<file path="src/rtl/k_fetch_unit.sv">
// k_fetch_unit: instruction fetch stage ahead of K_InstructionMemory.
// Owns the word-addressed PC, captures {pc, instr} into a small prefetch
// queue and hands the queue head to decode. A redirect flushes the queue and
// reloads the PC.
//
// Handshake (valid/ready): the head entry transfers on a rising edge where
// out_valid=1 and out_ready=1. While out_valid=1 and out_ready=0, out_pc and
// out_instr are held stable; only a redirect or reset may withdraw them.
// out_valid is never made to depend on out_ready.
module k_fetch_unit #(
  parameter int                  ADDR_W   = 32,
  parameter int                  DATA_W   = 32,
  parameter int                  DEPTH    = 4,
  parameter logic [ADDR_W-1:0]   RESET_PC = '0
) (
  input  logic                       clk,
  input  logic                       rst_n,
  input  logic                       en,
  output logic [ADDR_W-1:0]          imem_addr,
  input  logic [DATA_W-1:0]          imem_instr,
  input  logic                       redirect_valid,
  input  logic [ADDR_W-1:0]          redirect_pc,
  output logic                       out_valid,
  output logic [DATA_W-1:0]          out_instr,
  output logic [ADDR_W-1:0]          out_pc,
  input  logic                       out_ready,
  output logic                       full,
  output logic [$clog2(DEPTH):0]     count
);

  localparam int PW = $clog2(DEPTH);
  localparam int CW = PW + 1;
  localparam logic [CW-1:0] DEPTH_C = CW'(DEPTH);

  // Queue storage; contents are don't-care while unoccupied, so no reset.
  logic [ADDR_W-1:0] pc_mem    [DEPTH];
  logic [DATA_W-1:0] instr_mem [DEPTH];

  logic [ADDR_W-1:0] pc_q;
  logic [PW-1:0]     rd_ptr;
  logic [PW-1:0]     wr_ptr;
  logic [CW-1:0]     count_q;

  logic pop;
  logic push;

  // Transfer qualifiers; a full queue accepts a fetch only alongside a pop.
  always_comb begin
    pop  = out_valid & out_ready;
    push = en & ~redirect_valid & (~full | pop);
  end

  // Outputs come only from registered state; heads are zeroed when empty.
  always_comb begin
    imem_addr = pc_q;
    count     = count_q;
    full      = (count_q == DEPTH_C);
    out_valid = (count_q != '0);
    out_pc    = out_valid ? pc_mem[rd_ptr]    : '0;
    out_instr = out_valid ? instr_mem[rd_ptr] : '0;
  end

  // Capture the fetched word together with the PC that addressed it.
  always_ff @(posedge clk) begin
    if (push) begin
      pc_mem[wr_ptr]    <= pc_q;
      instr_mem[wr_ptr] <= imem_instr;
    end
  end

  // PC, pointers and occupancy: reset > redirect > push/pop.
  always_ff @(posedge clk) begin
    if (!rst_n) begin
      pc_q    <= RESET_PC;
      rd_ptr  <= '0;
      wr_ptr  <= '0;
      count_q <= '0;
    end else if (redirect_valid) begin
      // Any pop this cycle was seen by decode; the flush discards the rest.
      pc_q    <= redirect_pc;
      rd_ptr  <= '0;
      wr_ptr  <= '0;
      count_q <= '0;
    end else begin
      if (push) begin
        pc_q   <= pc_q + ADDR_W'(1);
        wr_ptr <= wr_ptr + PW'(1);
      end
      if (pop) begin
        rd_ptr <= rd_ptr + PW'(1);
      end
      case ({push, pop})
        2'b10:   count_q <= count_q + CW'(1);
        2'b01:   count_q <= count_q - CW'(1);
        default: count_q <= count_q;
      endcase
    end
  end

endmodule

</file>
<file path="config.mk">
export PLATFORM = sky130hd
export DESIGN_NAME = k_fetch_unit
export DESIGN_NICKNAME = d
export VERILOG_FILES = /design/src/rtl/k_fetch_unit.sv
export SDC_FILE = /design/constraint.sdc
export NUM_CORES = 1
export LEC_CHECK = 0
export CORE_ASPECT_RATIO = 1.4
export CORE_MARGIN = 2
export CORE_UTILIZATION = 34
export DETAILED_ROUTE_END_ITERATION = 6
export PLACE_DENSITY = 0.58
export SKIP_CTS_REPAIR_TIMING = 1
export SYNTH_ARGS = -nofsm -noshare
export SYNTH_HDL_FRONTEND = slang
export SYNTH_SLANG_ARGS = --single-unit
</file>
<file path="constraint.sdc">
create_clock -name clk -period 4.3 [get_ports clk]
set_clock_uncertainty 0.15 [all_clocks]
set_input_delay 0.86 -clock clk [delete_from_list [all_inputs] [get_ports clk]]
set_output_delay 0.86 -clock clk [all_outputs]
set_load 0.02 [all_outputs]
</file>
==> results of run 1 <==
## per-stage QoR
step / hold slack [ns] / power, mW / setup WS [ns]
2_1_floorplan: 0.319 / 3.57 / 0.517
3_3_place_gp: 0.343 / 3.86 / 0.863
3_5_place_dp: 0.349 / 3.86 / 0.832
4_1_cts: 0.357 / 6.28 / 0.402
5_1_grt: 0.405 / 6.43 / 0.259
6_report: 0.357 / 6.21 / 0.505
## logic make-up after synthesis
kind of cell,Yosys count,synth area share [%]
AO/OA/AOI/OAI,89,4.75
XOR/XNOR,10,0.724
adder cells (fa/ha/maj),6,0.683
buffers and inverters,48,1.80
flip-flops,297,70.4
multiplexers,66,12.1
AND/OR/NAND/NOR,202,9.58
## area by class of cell
type	instances	share of cell area [%]
well taps	456	3.75
flip-flops and latches	297	55.9
multi-input cells	373	22.2
inverters	8	0.197
clock buffers	38	5.05
repair buffers	183	12.0
clock inverters	14	0.871
## synthesized netlist by cell type, drive strengths merged (9+ instances only)
| master | n | area share (%) |
|---|---|---|
| clkbuf | 23 | 0.71 |
| nor4 | 10 | 0.69 |
| and2 | 76 | 3.9 |
| nand3 | 17 | 0.70 |
| buf | 17 | 0.84 |
| dfxtp | 41 | 6.8 |
| edfxtp | 256 | 64 |
| nand2 | 33 | 1.0 |
| mux4 | 64 | 12 |
| a21oi | 23 | 0.95 |
| nand4 | 9 | 0.52 |
| nor2 | 23 | 0.71 |
| a31oi | 14 | 0.72 |
| o21ai | 16 | 0.66 |
## power groups by stage
stage | registers (mW) | logic, mW | clock network (mW)
4_1_cts | 3.26 | 0.538 | 2.48
5_1_grt | 3.27 | 0.568 | 2.60
6_report | 3.26 | 0.526 | 2.42
2_1_floorplan | 3.32 | 0.243 | 0
3_5_place_dp | 3.32 | 0.535 | 0
3_3_place_gp | 3.32 | 0.535 | 0
## routing by layer
layer / global-route usage [%] / up-vias / wire length (um)
met5: 0 / - / 0
met4: 4.45 / 0 / 582
met3: 3.17 / 41 / 1760
met2: 27.7 / 232 / 15200
met1: 19.3 / 3486 / 11200
li1: - / 3209 / -
## worst max path at each step
stage                    from                to  slack, ns  cells after the start
4_1_cts              count[0]     out_instr[27]       0.40                      4
5_1_grt              count[0]     out_instr[23]       0.26                      4
3_3_place_gp        out_ready  instr_mem[3][27]       0.86                      5
2_1_floorplan  redirect_valid   instr_mem[1][0]       0.52                      5
6_report             count[0]        out_pc[19]       0.50                      4
3_5_place_dp        out_ready  instr_mem[2][25]       0.83                      5
## flip-flops by register name, indices dropped and copies added (netlist names), named ones only
name	count
imem_addr	32
pc_mem	128
count	3
instr_mem	128
wr_ptr	2
rd_ptr	2
## critical path, delay by kind of cell, from the launching register on
kind	cells	cell delay [ns]
buffers and inverters	2	0.90
DFF	1	0.37
and+or+nand+nor	2	0.96
==> impl_metrics.yaml, run 1 <==
floorplan:
  die_w_um: 163
  fp.dieH_um: 227
  io_pins: 170
  start_util_pct: 34.6
  core_um2: 35000
  die_area_um2: 37100
  num_rows: 81
worst_setup_path:
  cp_cell_sequence: "or3_2 > buf_4 > and2_1 > clkdlybuf4s50_1"
  reg2regPathDepth: 7
  r2r_end: "count[2]"
  crit_path_end_kind: "output port"
  worstSetupStartpointType: "flop"
  cp_max_fo: 41
  cp.arrival_ns: 2.79
  critical_path_required_ns: 3.29
  crit_slowest_cell: "or3_2"
  cpPeakStageDelay_ns: 0.78
  setup.worst_path.class: "flop to output port"
  worstReg2RegStart: "count[0]"
  ff2ff_setup_slack_ns: 1.53
cells_and_area:
  syn2layout_area_growth_pct: 26.0
  drive_gt1_share_pct: 14.9
  mostFrequentLayoutCells: "256 x edfxtp_1, 169 x clkdlybuf4s50_1, 71 x and2_1, 64 x mux4_2, 39 x dfxtp_1"
  final_common_cell: "edfxtp_1"
  final_cells: 1369
  ff_latch_area_um2: 8520
  final_util_pct: 43.6
  multi_input_area_um2: 3380
  num-fill-cells: 3118
  nets: 966
  final_area_um2: 15200
  diodes: 0
power:
  power_frac_comb_pct: 8.5
  power_density_nw_per_um2: 408
  switching_power_mw: 1.37
  leakagePower_nw: 4.78
  intPower_mw: 4.83
  power_frac_clock_pct: 39.0
  ir_drop_v: 0.000200
  seqPwrFrac_pct: 52.5
  p_sw_share_pct: 22.1
detailed_routing:
  drc: 0
  dr_total_vias: 6968
  ant_nets: 0
  wl_per_cell_um: 21.0
  drt-initial-drc-count: 445
  viasPerCell: 5.09
  totalWireLength_um: 28800
  first_pass_iters: 6
global_routing:
  antenna_found_initial: 0
  grt_pass1_vias: 7097
  grt_max_degree: 65
  gr-total-overflow: 0
  grt_pass1_wl_um: 43300
  track_usage_pct: 15.6
flow_run:
  max_cap_viol_count: 0
sta:
  fin_crit_ns: 3.80
  clock.fmax_mhz: 263
  setup_viol: 0
  final_max_slew_viol_count: 0
  tns_ns: 0
  period_share_pct: 88.3
  slew_headroom_pct: 29.6
  rsz0062_at_grt: "false"
  hold_violations: 0
  tightest_slew_ns: 1.06
synthesis:
  synth.ff_latch_count: 297
  postSynthCellCount: 718
  yosysWarnings: 0
  syn_avg_cell_area_um2: 16.8
  synth_edf_count: 256
  syn_nets: 793
  synth_area_um2: 12100
  yosysSeqAreaShare_pct: 70.4
  synth.distinct_cells: 61
  async_flop_share_pct: 0
  ys.flop_type: "edfxtp_1"
worst_hold_path:
  hold_start: "wr_ptr[1]"
  min_path_type: "flop to flop"
  hold-path-endpoint: "wr_ptr[1]"
  holdPathStages: 2
run_status:
  status: "finished clean"
place:
  io_buffers: 169
  dpl_cell_area_um2: 14300
  gp_congestion: 0.769
  hpwlAfterDp_um: 18100
  dp_cells: 1317
clock_network:
  cts_root_buffer: "clkbuf_16"
  cts_tree: "built"
  insertion_delay_ns: 0.54
  cts_made_buffers: 28
  clk_path_buf_depth: 3
  path_clk_slew_ns: 0.06
  htreeDepth: 1
  clkSinkCount: 297
No activity file was read; power rests on OpenSTA's default activity.
==> inputs of run 2 (changes only) <==
--- a/config.mk
+++ b/config.mk
@@ -9,6 +9,7 @@
 export CORE_MARGIN = 2
 export CORE_UTILIZATION = 34
 export DETAILED_ROUTE_END_ITERATION = 6
+export GPL_ROUTABILITY_DRIVEN = 0
 export PLACE_DENSITY = 0.58
 export SKIP_CTS_REPAIR_TIMING = 1
 export SYNTH_ARGS = -nofsm -noshare
==> results of run 2 <==
No change in the layout: final DEF, timing and power equal those of run 1.
==> inputs of run 3 (changes only) <==
--- a/config.mk
+++ b/config.mk
@@ -7,11 +7,12 @@
 export LEC_CHECK = 0
 export CORE_ASPECT_RATIO = 1.4
 export CORE_MARGIN = 2
-export CORE_UTILIZATION = 34
+export CORE_UTILIZATION = 43
 export DETAILED_ROUTE_END_ITERATION = 6
 export GPL_ROUTABILITY_DRIVEN = 0
-export PLACE_DENSITY = 0.58
+export PLACE_DENSITY = 0.69
 export SKIP_CTS_REPAIR_TIMING = 1
+export SLEW_MARGIN = 30
 export SYNTH_ARGS = -nofsm -noshare
 export SYNTH_HDL_FRONTEND = slang
 export SYNTH_SLANG_ARGS = --single-unit
==> run 3 against run 2 <==
Clock power is 4% lower; global-route usage rose by 1.9 points; largest power group unchanged; sequential share of layout area up 0.19 points; critical path depth stayed put; fmax down 0.68%; critical endpoint is now out_pc[26]; non-clock buffer count grew 2; sequential power barely moved; combinational power fell by 2%; final cell count decreased by 6.1%.
==> impl_metrics.yaml, run 3 (same netlist as run 1, synthesis figures left out) <==
sta:
  fin_crit_ns: 3.82
  clock.fmax_mhz: 262
  period_share_pct: 88.9
  final_max_slew_viol_count: 0
  setup_viol: 0
  hold_violations: 0
  slew_headroom_pct: 53.5
  tightest_slew_ns: 0.692
  tns_ns: 0
  rsz0062_at_grt: "false"
worst_setup_path:
  cp.arrival_ns: 2.81
  crit_path_end_kind: "output port"
  cp_cell_sequence: "or3_2 > buf_4 > and2_1 > clkdlybuf4s50_1"
  worstReg2RegStart: "count[1]"
  r2r_end: "count[2]"
  setup.worst_path.class: "flop to output port"
  reg2regPathDepth: 7
  cp_max_fo: 44
  ff2ff_setup_slack_ns: 1.69
  crit_slowest_cell: "or3_2"
  cpPeakStageDelay_ns: 0.75
  critical_path_required_ns: 3.29
  worstSetupStartpointType: "flop"
detailed_routing:
  drc: 0
  ant_nets: 0
  totalWireLength_um: 26100
  wl_per_cell_um: 20.3
  dr_total_vias: 6984
  first_pass_iters: 5
  drt-initial-drc-count: 470
  viasPerCell: 5.43
global_routing:
  grt_max_degree: 45
  track_usage_pct: 17.6
  gr-total-overflow: 0
  grt_pass1_wl_um: 40300
  antenna_found_initial: 0
  grt_pass1_vias: 6997
clock_network:
  clkSinkCount: 297
  cts_made_buffers: 29
  cts_tree: "built"
  path_clk_slew_ns: 0.07
  cts_root_buffer: "clkbuf_16"
  clk_path_buf_depth: 3
  htreeDepth: 1
  insertion_delay_ns: 0.54
cells_and_area:
  num-fill-cells: 2212
  syn2layout_area_growth_pct: 25.5
  mostFrequentLayoutCells: "256 x edfxtp_1, 169 x clkdlybuf4s50_1, 71 x and2_1, 64 x mux4_2, 39 x dfxtp_1"
  nets: 969
  multi_input_area_um2: 3380
  final_common_cell: "edfxtp_1"
  diodes: 0
  final_area_um2: 15200
  drive_gt1_share_pct: 15.7
  ff_latch_area_um2: 8520
power:
  leakagePower_nw: 4.79
  power_density_nw_per_um2: 403
  ir_drop_v: 0.000299
worst_hold_path:
  hold-path-endpoint: "wr_ptr[1]"
  min_path_type: "flop to flop"
  hold_start: "wr_ptr[1]"
  holdPathStages: 2
place:
  hpwlAfterDp_um: 16500
  dpl_cell_area_um2: 14300
  io_buffers: 169
floorplan:
  core_um2: 27700
  num_rows: 72
  die_area_um2: 29500
  die_w_um: 146
  fp.dieH_um: 202
  start_util_pct: 43.7
  io_pins: 170
run_status:
  status: "finished clean"
flow_run:
  max_cap_viol_count: 0
==> run 3: cell count changes in the layout (fill, tap and decap cells not counted), moves of 2 or more <==
cell        delta
clkbuf_1       -6
buf_16         +3
clkinvlp_4     +3
bufinv_16      -2
clkinv_4       +2
inv_6          +2
==> run 3: power by group <==
part	switching (mW)	internal (mW)	leakage (nW)
Combinational	0.255	0.263	1.68
Clock	1.07	1.25	0.417
Sequential	0.0719	3.19	2.69
Total	1.40	4.71	4.79
==> run 3: per-stage QoR <==
step / power (mW) / hold slack (ns) / utilization, % / worst slack (ns) / cells
2_1_floorplan: 3.57 / 0.319 / - / 0.517 / 718
3_3_place_gp: 3.84 / 0.336 / 51.3 / 0.979 / 1229
3_5_place_dp: 3.85 / 0.353 / 51.7 / 0.904 / 1233
4_1_cts: 6.17 / 0.363 / 54.9 / 0.402 / 1286
5_1_grt: 6.32 / 0.400 / 54.9 / 0.320 / 1286
6_report: 6.11 / 0.369 / 54.9 / 0.479 / 1286
==> run 3: critical path: cells and delay by family (launching register included) <==
| kind | cells | cell delay (ns) |
|---|---|---|
| flops | 1 | 0.35 |
| simple gates | 2 | 0.94 |
| buf+inv | 2 | 0.95 |
==> run 3: worst max path at each step <==
| stage | startpoint | to | slack (ns) | depth (start not counted) |
|---|---|---|---|---|
| floorplan | redirect_valid | instr_mem[1][0] | 0.52 | 5 |
| global placement | out_ready | instr_mem[1][25] | 0.98 | 5 |
| detailed placement | out_ready | imem_addr[19] | 0.90 | 7 |
| CTS | count[1] | out_pc[12] | 0.40 | 4 |
| global route | count[0] | out_pc[12] | 0.32 | 4 |
| finish | count[2] | out_pc[26] | 0.48 | 4 |
==> run 3: area by class of cell <==
cell class	instances	share of cell area (%)
timing repair buffer	185	12.6
clock inverter	22	0.989
clock buffer	31	4.83
tap	370	3.05
multi-input combinational	373	22.2
inverter	8	0.198
sequential	297	56.1
==> run 3: metal layers <==
metal	GRT usage (%)	vias up	routed length, um
li1	-	3215	-
met1	22.8	3499	10600
met2	31.1	237	13500
met3	2.23	33	1380
met4	5.04	0	597
met5	0	-	0
